`src/rtl/memory_arbiter_if.sv`:
```
// Bus bundle between the fetch/data requesters, the arbiter and the word RAM.
// slave = arbiter side, master = requesters plus RAM model side.
interface memory_arbiter_if;
  logic [15:0] fetchAddress;
  logic        fetchRequest;
  logic        fetchDone;
  logic [15:0] fetchReadData;
  logic [15:0] dataAddress;
  logic        dataRequest;
  logic        dataWrite;
  logic [15:0] dataWriteData;
  logic        dataDone;
  logic [15:0] dataReadData;
  logic [14:0] ramAddress;
  logic        ramEnable;
  logic        ramWriteEnable;
  logic [15:0] ramWriteData;
  logic [15:0] ramReadData;
  logic        alignError;

  modport slave (
    input  fetchAddress, fetchRequest, dataAddress, dataRequest, dataWrite,
           dataWriteData, ramReadData,
    output fetchDone, fetchReadData, dataDone, dataReadData, ramAddress,
           ramEnable, ramWriteEnable, ramWriteData, alignError
  );

  modport master (
    output fetchAddress, fetchRequest, dataAddress, dataRequest, dataWrite,
           dataWriteData, ramReadData,
    input  fetchDone, fetchReadData, dataDone, dataReadData, ramAddress,
           ramEnable, ramWriteEnable, ramWriteData, alignError
  );
endinterface

```
`src/rtl/memory_arbiter.sv`:
```
// Two-port (fetch/data) alternating-priority arbiter in front of a single-port word RAM.
// Optional MEM_ARB_ALIGN_CHECK_EN: odd byte addresses skip the RAM, read 16'hFFFF, set alignError.
module memory_arbiter #(
  parameter int unsigned WAIT_STATES = 0
) (
  input logic             clk,
  input logic             reset,
  memory_arbiter_if.slave bus
);
  typedef enum logic [2:0] {IDLE, ACCESS, WAIT, CAPTURE, DONE} state_t;

  // Counter counts down to 0 inside WAIT, so it is loaded with one less than the wait length.
  localparam logic [3:0] WAIT_LOAD = (WAIT_STATES > 0) ? 4'(WAIT_STATES - 1) : 4'd0;

  state_t      r_state, w_state;
  logic [3:0]  r_cnt, w_cnt;
  logic        r_last_data, w_last_data;
  logic        r_gnt_data, w_gnt_data;
  logic        r_wr, w_wr;
  logic        r_mis, w_mis;
  logic [14:0] r_ram_addr, w_ram_addr;
  logic        r_ram_en, w_ram_en;
  logic        r_ram_we, w_ram_we;
  logic [15:0] r_ram_wdata, w_ram_wdata;
  logic        r_fetch_done, w_fetch_done;
  logic        r_data_done, w_data_done;
  logic [15:0] r_fetch_rdata, w_fetch_rdata;
  logic [15:0] r_data_rdata, w_data_rdata;
  logic        r_align_err, w_align_err;

  logic        w_pick_data;
  logic [15:0] w_addr;
  logic        w_addr_odd;
  logic [15:0] w_rd_val;

  // Data wins a tie only when fetch was granted last.
  assign w_pick_data = bus.dataRequest && (!bus.fetchRequest || r_last_data == 1'b0);
  assign w_addr      = w_pick_data ? bus.dataAddress : bus.fetchAddress;
  assign w_rd_val    = r_mis ? 16'hFFFF : bus.ramReadData;

`ifdef MEM_ARB_ALIGN_CHECK_EN
  assign w_addr_odd = w_addr[0];
`else
  logic w_unused_addr0;
  assign w_unused_addr0 = w_addr[0];
  assign w_addr_odd     = 1'b0;
`endif

  always_comb begin
    w_state       = r_state;
    w_cnt         = r_cnt;
    w_last_data   = r_last_data;
    w_gnt_data    = r_gnt_data;
    w_wr          = r_wr;
    w_mis         = r_mis;
    w_ram_addr    = r_ram_addr;
    w_ram_wdata   = r_ram_wdata;
    w_fetch_rdata = r_fetch_rdata;
    w_data_rdata  = r_data_rdata;
    w_align_err   = r_align_err;
    w_ram_en      = 1'b0;
    w_ram_we      = 1'b0;
    w_fetch_done  = 1'b0;
    w_data_done   = 1'b0;
    unique case (r_state)
      IDLE: begin
        if (bus.fetchRequest || bus.dataRequest) begin
          w_state     = ACCESS;
          w_gnt_data  = w_pick_data;
          w_last_data = w_pick_data;
          w_wr        = w_pick_data && bus.dataWrite;
          w_mis       = w_addr_odd;
          w_ram_addr  = w_addr[15:1];
          w_ram_wdata = bus.dataWriteData;
          w_ram_en    = !w_addr_odd;
          w_ram_we    = !w_addr_odd && w_pick_data && bus.dataWrite;
          if (w_addr_odd) w_align_err = 1'b1;
        end
      end
      ACCESS: begin
        if (WAIT_STATES > 0) begin
          w_state = WAIT;
          w_cnt   = WAIT_LOAD;
        end else begin
          w_state = CAPTURE;
        end
      end
      WAIT: begin
        if (r_cnt == 4'd0) w_state = CAPTURE;
        else               w_cnt   = r_cnt - 4'd1;
      end
      CAPTURE: begin
        if (!r_wr) begin
          if (r_gnt_data) w_data_rdata  = w_rd_val;
          else            w_fetch_rdata = w_rd_val;
        end
        // Done is raised here so the registered pulse lands in the DONE cycle.
        w_fetch_done = !r_gnt_data;
        w_data_done  = r_gnt_data;
        w_state      = DONE;
      end
      DONE:    w_state = IDLE;
      default: w_state = IDLE;
    endcase
  end

  always_ff @(posedge clk or negedge reset) begin
    if (!reset) begin
      r_state       <= IDLE;
      r_cnt         <= 4'd0;
      r_last_data   <= 1'b0;
      r_gnt_data    <= 1'b0;
      r_wr          <= 1'b0;
      r_mis         <= 1'b0;
      r_ram_addr    <= 15'h0;
      r_ram_en      <= 1'b0;
      r_ram_we      <= 1'b0;
      r_ram_wdata   <= 16'h0000;
      r_fetch_done  <= 1'b0;
      r_data_done   <= 1'b0;
      r_fetch_rdata <= 16'h0000;
      r_data_rdata  <= 16'h0000;
      r_align_err   <= 1'b0;
    end else begin
      r_state       <= w_state;
      r_cnt         <= w_cnt;
      r_last_data   <= w_last_data;
      r_gnt_data    <= w_gnt_data;
      r_wr          <= w_wr;
      r_mis         <= w_mis;
      r_ram_addr    <= w_ram_addr;
      r_ram_en      <= w_ram_en;
      r_ram_we      <= w_ram_we;
      r_ram_wdata   <= w_ram_wdata;
      r_fetch_done  <= w_fetch_done;
      r_data_done   <= w_data_done;
      r_fetch_rdata <= w_fetch_rdata;
      r_data_rdata  <= w_data_rdata;
      r_align_err   <= w_align_err;
    end
  end

  assign bus.ramAddress     = r_ram_addr;
  assign bus.ramEnable      = r_ram_en;
  assign bus.ramWriteEnable = r_ram_we;
  assign bus.ramWriteData   = r_ram_wdata;
  assign bus.fetchDone      = r_fetch_done;
  assign bus.dataDone       = r_data_done;
  assign bus.fetchReadData  = r_fetch_rdata;
  assign bus.dataReadData   = r_data_rdata;
  assign bus.alignError     = r_align_err;
endmodule
```
`src/flat_wrapper.sv`:
```
// flat-port wrapper written by rule: the top's interface ports become plain ports
module memory_arbiter_flat 
#(
  parameter int unsigned WAIT_STATES = 0
)
  (clk, reset, bus_fetchAddress, bus_fetchRequest, bus_dataAddress, bus_dataRequest, bus_dataWrite, bus_dataWriteData, bus_ramReadData, bus_fetchDone, bus_fetchReadData, bus_dataDone, bus_dataReadData, bus_ramAddress, bus_ramEnable, bus_ramWriteEnable, bus_ramWriteData, bus_alignError);
  memory_arbiter_if bus_i ();
  input logic clk;
  input logic reset;
  input wire logic [$bits(bus_i.fetchAddress)-1:0] bus_fetchAddress;
  input wire logic [$bits(bus_i.fetchRequest)-1:0] bus_fetchRequest;
  input wire logic [$bits(bus_i.dataAddress)-1:0] bus_dataAddress;
  input wire logic [$bits(bus_i.dataRequest)-1:0] bus_dataRequest;
  input wire logic [$bits(bus_i.dataWrite)-1:0] bus_dataWrite;
  input wire logic [$bits(bus_i.dataWriteData)-1:0] bus_dataWriteData;
  input wire logic [$bits(bus_i.ramReadData)-1:0] bus_ramReadData;
  output wire logic [$bits(bus_i.fetchDone)-1:0] bus_fetchDone;
  output wire logic [$bits(bus_i.fetchReadData)-1:0] bus_fetchReadData;
  output wire logic [$bits(bus_i.dataDone)-1:0] bus_dataDone;
  output wire logic [$bits(bus_i.dataReadData)-1:0] bus_dataReadData;
  output wire logic [$bits(bus_i.ramAddress)-1:0] bus_ramAddress;
  output wire logic [$bits(bus_i.ramEnable)-1:0] bus_ramEnable;
  output wire logic [$bits(bus_i.ramWriteEnable)-1:0] bus_ramWriteEnable;
  output wire logic [$bits(bus_i.ramWriteData)-1:0] bus_ramWriteData;
  output wire logic [$bits(bus_i.alignError)-1:0] bus_alignError;
  assign bus_i.fetchAddress = bus_fetchAddress;
  assign bus_i.fetchRequest = bus_fetchRequest;
  assign bus_i.dataAddress = bus_dataAddress;
  assign bus_i.dataRequest = bus_dataRequest;
  assign bus_i.dataWrite = bus_dataWrite;
  assign bus_i.dataWriteData = bus_dataWriteData;
  assign bus_i.ramReadData = bus_ramReadData;
  assign bus_fetchDone = bus_i.fetchDone;
  assign bus_fetchReadData = bus_i.fetchReadData;
  assign bus_dataDone = bus_i.dataDone;
  assign bus_dataReadData = bus_i.dataReadData;
  assign bus_ramAddress = bus_i.ramAddress;
  assign bus_ramEnable = bus_i.ramEnable;
  assign bus_ramWriteEnable = bus_i.ramWriteEnable;
  assign bus_ramWriteData = bus_i.ramWriteData;
  assign bus_alignError = bus_i.alignError;
  memory_arbiter #(.WAIT_STATES(WAIT_STATES)) u_core (.clk(clk), .reset(reset), .bus(bus_i));
endmodule
```
`config.mk`:
```
export PLATFORM = sky130hd
export DESIGN_NAME = memory_arbiter_flat
export DESIGN_NICKNAME = d
export VERILOG_FILES = /design/src/rtl/memory_arbiter_if.sv /design/src/rtl/memory_arbiter.sv /design/src/flat_wrapper.sv
export SDC_FILE = /design/constraint.sdc
export NUM_CORES = 1
export LEC_CHECK = 0
export ABC_AREA = 1
export BUFFER_PORTS_ARGS = -buffer_cell sky130_fd_sc_hd__buf_2
export CAP_MARGIN = 20
export CORE_MARGIN = 3
export CORE_UTILIZATION = 51
export DETAILED_ROUTE_END_ITERATION = 7
export GPL_TIMING_DRIVEN = 0
export PLACE_DENSITY = 0.95
export SLEW_MARGIN = 20
export SYNTH_ARGS = -nofsm -noshare
export SYNTH_HDL_FRONTEND = slang
export SYNTH_SLANG_ARGS = --single-unit
```
`constraint.sdc`:
```
create_clock -name clk -period 3.52 [get_ports clk]
set_input_delay 0.704 -clock clk [delete_from_list [all_inputs] [get_ports clk]]
set_output_delay 0.704 -clock clk [all_outputs]
set_load 0.01 [all_outputs]
```
==> metrics.txt, run 1 <==
Avg Vias per Cell slightly above 5; Netlist cell types 20; setup tns final 0 ns; IR drop worst, VDD between 0.6 and 0.7 mV; Arr. time, crit path between 0.8 and 0.9 ns; Core ar. 6060 sq um; hold buffers post-CTS 0; post-DR wirelength/cell around 14 um; chip width about 86 um; Final GP Congestion roughly 0.9; CTS Buf Count 9; Core Util, Final a little over two thirds; Worst setup SP type flop; post-DP HPWL roughly 6.4 mm; Net Count, Synth ~470; starting density of the core 54.1%; Post-Synthesis Cell Area ~3300 sq um; Hold Violations, Final 0; share of Yosys cell area claimed by the top area cell type 58.0%; status finished, final reports clean; critical-path cell list buf_2; worst endpoint required time ~2.8 ns; CP Max Fanout 2; DRT Wirelength about 8.4 mm; maximum clock rate 626 MHz; final setup fails 0; GRT Overall Usage a little under a quarter; Clock power frac 18.1%; register area share after synthesis between 50% and 60%; DIE HEIGHT around 86 um; Power Internal 2.22 mW; Synth Instances 395; vias in the first global route 2955; Synthesis Warnings 0; Mean Syn Cell Area roughly 8.3 sq um; IO Port Bufs roughly 130; Clock Sinks between 70 and 80; initial antenna violation count 0; final max-slew violation count 0; CTS root buffer clkbuf_8; WHS roughly 0.27 ns; Psw between 1.5 and 2 mW; DR iter-0 viols 182; top cell type by total area after synthesis dfrtp_1; Placement Rows 28; Placed Instances between 600 and 700; via count 3165; fillers between 400 and 500; largest net degree at the start of global routing 51; Switching Share around two fifths; DRC Markers 0; HP Class input port to async pin; first-pass GRT wire length between 10 and 15 mm; total power about 3.8 mW; Crit. End Element primary output; number of gates resized after cts 0; max_slew headroom roughly 63%; cell family with most CP delay flip-flops; max-cap violations 0; CTS tree done; count of state elements after synthesis 76; Final nets roughly 610; CP max-delay cell dfrtp_1; post-route clock skew about 0.008 ns; min Tclk post-route roughly 1.6 ns; most common cell after layout, fill and taps aside nand2_1; Cell Count, Final, Fillers Out 619; # diodes 0; critical path's largest stage delay approximately 0.4 ns; PD cells a little under 900 nW/um^2; RSZ-0062 raised after global routing false; gr ovfl total 0; commonest non-fill, non-tap cells in the layout nand2_1, buf_2, dfrtp_1, nand3_1, nand4_1; clk buf depth 2; Setup CP Type flop to primary output; Worst-Margin Slew between 0.5 and 0.6 ns; Boundary Pins 137; Worst-Skew Late Latency 0.34 ns; Reg power frac about 39%; combinational group share of total power 42.7%; crit share post-route between 40% and 50%; LEAKAGE ~2.5 nW; top cells by area, synth dfrtp_1, nand2_1, nand3_1, nand4_1, inv_1; antenna-violating nets left 0; Clock transition at path regs roughly 0.080 ns; share of layout cells above drive strength 1 between 30% and 40%; Post-CTS Setup Bufs 0; first-pass detailed-route iteration total 5; crit path buf inv count 1; Die ar. between 7000 and 8000 sq um; H-tree level count 3; area grow syn2layout 30.3%
[worst reg2reg max path, cell delays in order (launching register included)]
cell and delay (ns):
dfrtp_1 0.41, nor2_1 0.46, nand2_2 0.21, buf_4 0.22
nand2_1 0.08, nand2_1 0.07
[cell type report]
cell class                 instances  area, sq um  area share (%)
buffer                            20          130            3.05
clock buffer                      10          138            3.22
clock inverter                     6         72.6            1.70
inverter                          15         56.3            1.32
multi-input combinational        284         1190            27.8
sequential                        76         1900            44.5
tap                               75         93.8            2.20
timing repair buffer             133          691            16.2
[final timing paths]
check / from / end / slack (ns) / depth (start not counted)
max in group asynchronous: reset / u_core.bus.ramAddress[6] / 2.69 / 2
max reg2reg: u_core.r_last_data / u_core.bus.fetchReadData[12] / 1.96 / 5
min in group clk: u_core.bus.ramAddress[5] / u_core.bus.ramAddress[5] / 0.47 / 2
min: reset / u_core.bus.ramWriteData[2] / 0.27 / 1
min reg2reg: u_core.bus.ramAddress[5] / u_core.bus.ramAddress[5] / 0.47 / 2
max: u_core.bus.fetchReadData[7] / bus_fetchReadData[7] / 1.92 / 1
[layer usage]
layer | track usage (%) | routed length [um] | vias up | share of wire (%)
met4 | 10.8 | 209 | 0 | 2.5
met1 | 29.5 | 3280 | 1482 | 39
met3 | 4.56 | 635 | 18 | 7.6
met5 | 0 | 0 | - | 0
li1 | - | - | 1526 | -
met2 | 39.2 | 4270 | 139 | 51
[kinds of logic after synthesis]
kind of cell             after synthesis  synth area share, %
AO/OA/AOI/OAI                          2                0.305
adder cells (fa/ha/maj)                1                0.382
buffers and inverters                 35                 5.69
flip-flops                            76                 58.0
other                                  1                0.114
AND/OR/NAND/NOR                      280                 35.5
[sequential cells by signal (all words and copies together) (netlist names)]
register                   flops
u_core.r_wr                    1
u_core.bus.fetchDone           1
u_core.bus.ramEnable           1
u_core.r_state                 3
u_core.bus.fetchReadData      16
u_core.bus.dataDone            1
u_core.bus.ramAddress         15
u_core.r_cnt                   4
u_core.bus.ramWriteEnable      1
u_core.r_last_data             1
u_core.bus.ramWriteData       16
u_core.bus.dataReadData       16
[cells in the mapped netlist]
cell and count:
o21ai_0 2, buf_6 3, buf_4 6, nand2_2 1, buf_1 1, conb_1 1
nand4_1 17, nand3_1 35, nor2_4 2, nand2_1 214, nor2_1 9, buf_2 8
inv_1 13, nor2_2 1, nand3_2 1, clkbuf_1 2, ha_1 1, dfrtp_1 76
clkinv_1 1, inv_2 1
[through the flow]
stage                     setup slack [ns]  cell area (sq um)
after floorplan                       1.99               3280
after global routing                  1.84               4270
after global placement                1.33               4030
after detailed placement              1.70               4060
final                                 1.92               4270
after CTS                             1.90               4270
[power groups by stage]
stage / clock network (mW) / logic (mW) / registers (mW)
finish: 0.681 / 1.61 / 1.48
global route: 0.731 / 1.81 / 1.52
CTS: 0.695 / 1.62 / 1.48
detailed placement: 0 / 1.62 / 1.49
global placement: 0 / 1.54 / 1.48
floorplan: 0 / 0.777 / 1.66
No activity file was read; power rests on OpenSTA's default activity.
==> run 2: changes to the inputs <==
--- a/config.mk
+++ b/config.mk
@@ -9,10 +9,10 @@
 export BUFFER_PORTS_ARGS = -buffer_cell sky130_fd_sc_hd__buf_2
 export CAP_MARGIN = 20
 export CORE_MARGIN = 3
-export CORE_UTILIZATION = 51
+export CORE_UTILIZATION = 43
 export DETAILED_ROUTE_END_ITERATION = 7
 export GPL_TIMING_DRIVEN = 0
-export PLACE_DENSITY = 0.95
+export PLACE_DENSITY = 0.87
 export SLEW_MARGIN = 20
 export SYNTH_ARGS = -nofsm -noshare
 export SYNTH_HDL_FRONTEND = slang
==> constraint.sdc (replaced) <==
create_clock -name clk -period 1.3 [get_ports clk]
set_input_delay 0.26 -clock clk [delete_from_list [all_inputs] [get_ports clk]]
set_output_delay 0.26 -clock clk [all_outputs]
set_load 0.01 [all_outputs]
==> metrics.txt, run 2 (synthesis results as in run 1) <==
Post-DP Area 4090 sq um (was 4060 sq um); Avg Vias per Cell 4.81 (was 5.11); Clock Sinks 76 (unchanged); area grow syn2layout 37.0% (was 30.3%); Placement Rows 31 (was 28); post-route clock skew 0.0103 ns (was 0.00809 ns); max-cap violations 0 (unchanged); CTS tree done (unchanged); combinational group share of total power 44.6% (was 42.7%); critical path's largest stage delay 0.41 ns (was 0.40 ns); R2R Path Start u_core.r_state[0] (was u_core.r_last_data); status finished, final reports clean (unchanged); HP Class input port to flop (was input port to async pin); Psw 4.38 mW (was 1.55 mW); hold path startpoint bus_dataWriteData[9]; clk buf depth 2 (unchanged); DR iter-0 viols 174 (was 182); Die ar. 8710 sq um (was 7430 sq um); Switching Share 40.4% (was 41.1%); critical-path cell list nand2_2, nor2_4, buf_6, buf_8, nand4_1, nand2_1 (was buf_2); min Tclk post-route between 1 and 1.5 ns; first-pass detailed-route iteration total 5 (unchanged); vias in the first global route 3074 (was 2955); gr ovfl total 0 (unchanged); Critical path origin u_core.r_state[0] (was u_core.bus.fetchReadData[7]); final setup fails 0 (unchanged); Arr. time, crit path 1.57 ns (was 0.89 ns); post-DR wirelength/cell 13.5 um (was 13.6 um); DRC Markers 0 (unchanged); Reg power frac 37.5% (was 39.3%); Clock transition at path regs 0.08 ns (about the same); # diodes 0 (unchanged); cell family with most CP delay simple AND/OR/NAND/NOR gates (was flip-flops); most common cell after layout, fill and taps aside nand2_1 (unchanged); commonest non-fill, non-tap cells in the layout nand2_1, buf_2, dfrtp_1, nand3_1, nand4_1 (unchanged); Setup CP Type flop to flop (was flop to primary output); IO Port Bufs 132 (unchanged); Worst setup SP type flop (unchanged); Worst-Skew Late Latency 0.34 ns (about the same); CP max-delay cell dfrtp_1 (unchanged); starting density of the core 44.7% (was 54.1%); Boundary Pins 137 (unchanged); worst endpoint required time 1.58 ns (was 2.82 ns); Crit. End Element flop (was primary output); chip width 93.3 um (was 86.2 um); Final GP Congestion 0.908 (was 0.920); CTS Buf Count 9 (unchanged); largest net degree at the start of global routing 52 (was 51); first-pass GRT wire length 13.7 mm (was 13.6 mm); via count 3134 (was 3165); PD cells 2420 nW/um^2 (was 883 nW/um^2); post-DP HPWL 6.57 mm (was 6.38 mm); crit path buf inv count 2 (was 1); crit share post-route 98.9%; IR drop worst, VDD 1.22 mV (was 0.605 mV); H-tree level count 3 (unchanged); DIE HEIGHT 93.3 um (was 86.2 um); antenna-violating nets left 0 (unchanged); final max-slew violation count 0 (unchanged); Design Area, Final 4490 sq um (was 4270 sq um); Hold Violations, Final 0 (unchanged); DRT Wirelength 8.82 mm (was 8.39 mm); fillers 665 (was 460); Clock power frac 17.9% (was 18.1%); initial antenna violation count 0 (unchanged); maximum clock rate ~780 MHz; GRT Overall Usage 19.9% (was 23.4%); CP Max Fanout 10 (was 2); setup tns final 0 ns (unchanged); share of layout cells above drive strength 1 35.3% (was 31.6%); LEAKAGE 2.62 nW (was 2.54 nW); RSZ-0062 raised after global routing true (was false); CTS root buffer clkbuf_8 (unchanged); Power Internal 6.46 mW (was 2.22 mW); Final nets 618 (was 609); Core ar. 7330 sq um (was 6060 sq um)
-- run 2: cell types whose count changed in the layout (fill, tap and decap cells not counted), sizes merged --
cell         delta
dlygate4sd3     +1
bufinv          +1
nand3           +1
inv             -1
clkbuf          -1
buf             +7
-- run 2: tightest hold or removal path, cell delays in order --
cell,delay [ns]
buf_2,0.07
nand2_1,0.05
nand2_1,0.05
-- run 2: what timing repair did --
| item | CTS | global route |
|---|---|---|
| hold endpoints to repair | 25 | 0 |
| pin swaps | 3 | 20 |
| hold buffers | 1 | 0 |
| endpoints found under the setup margin | 60 | 70 |
| gates cloned | 0 | 1 |
| buffers inserted | 6 | 3 |
| gates resized for setup | 14 | 21 |
-- run 2: per-stage QoR --
stage	setup WS [ns]	power, mW	hold slack, ns	std cells	utilization, %
3_5_place_dp	-0.290	8.45	0.192	627	55.8
4_1_cts	0.00370	10.7	0.103	647	59.9
3_3_place_gp	-0.457	8.19	0.448	626	55.4
5_1_grt	-0.105	11.7	0.116	651	61.3
6_report	0.0138	10.8	0.123	651	61.3
2_1_floorplan	0.0611	6.60	-0.0356	395	-
-- run 2: area by class of cell --
type | instances | area (sq um) | area share [%]
Buffer | 18 | 154 | 3.43
Clock buffer | 9 | 124 | 2.76
Clock inverter | 6 | 90.1 | 2.01
Inverter | 15 | 60.1 | 1.34
Multi-Input combinational cell | 285 | 1260 | 28.1
Sequential cell | 76 | 1900 | 42.4
Tap cell | 99 | 124 | 2.76
Timing Repair Buffer | 143 | 776 | 17.3
-- run 2: final timing paths --
kind	depth (start not counted)	to	slack, ns
max	6	u_core.bus.dataReadData[14]	0.01
min	3	u_core.bus.ramWriteData[9]	0.12
max reg2reg	6	u_core.bus.dataReadData[14]	0.01
min reg2reg	2	u_core.bus.ramAddress[4]	0.47
max in group asynchronous	3	u_core.r_last_data	0.37
min in group asynchronous	2	u_core.bus.ramWriteData[10]	0.36
-- run 2: power by group through the flow --
stage	clock (mW)	combinational [mW]	sequential, mW
global route	2.10	5.41	4.19
finish	1.95	4.84	4.06
floorplan	0	2.10	4.50
CTS	1.99	4.62	4.05
detailed placement	0	4.40	4.04
global placement	0	4.20	3.99
-- run 2: routing by layer --
layer,global-route usage [%],wire length [um]
met3,3.62,501
met5,0,0
met1,24.9,3640
met2,33.5,4530
met4,8.91,146
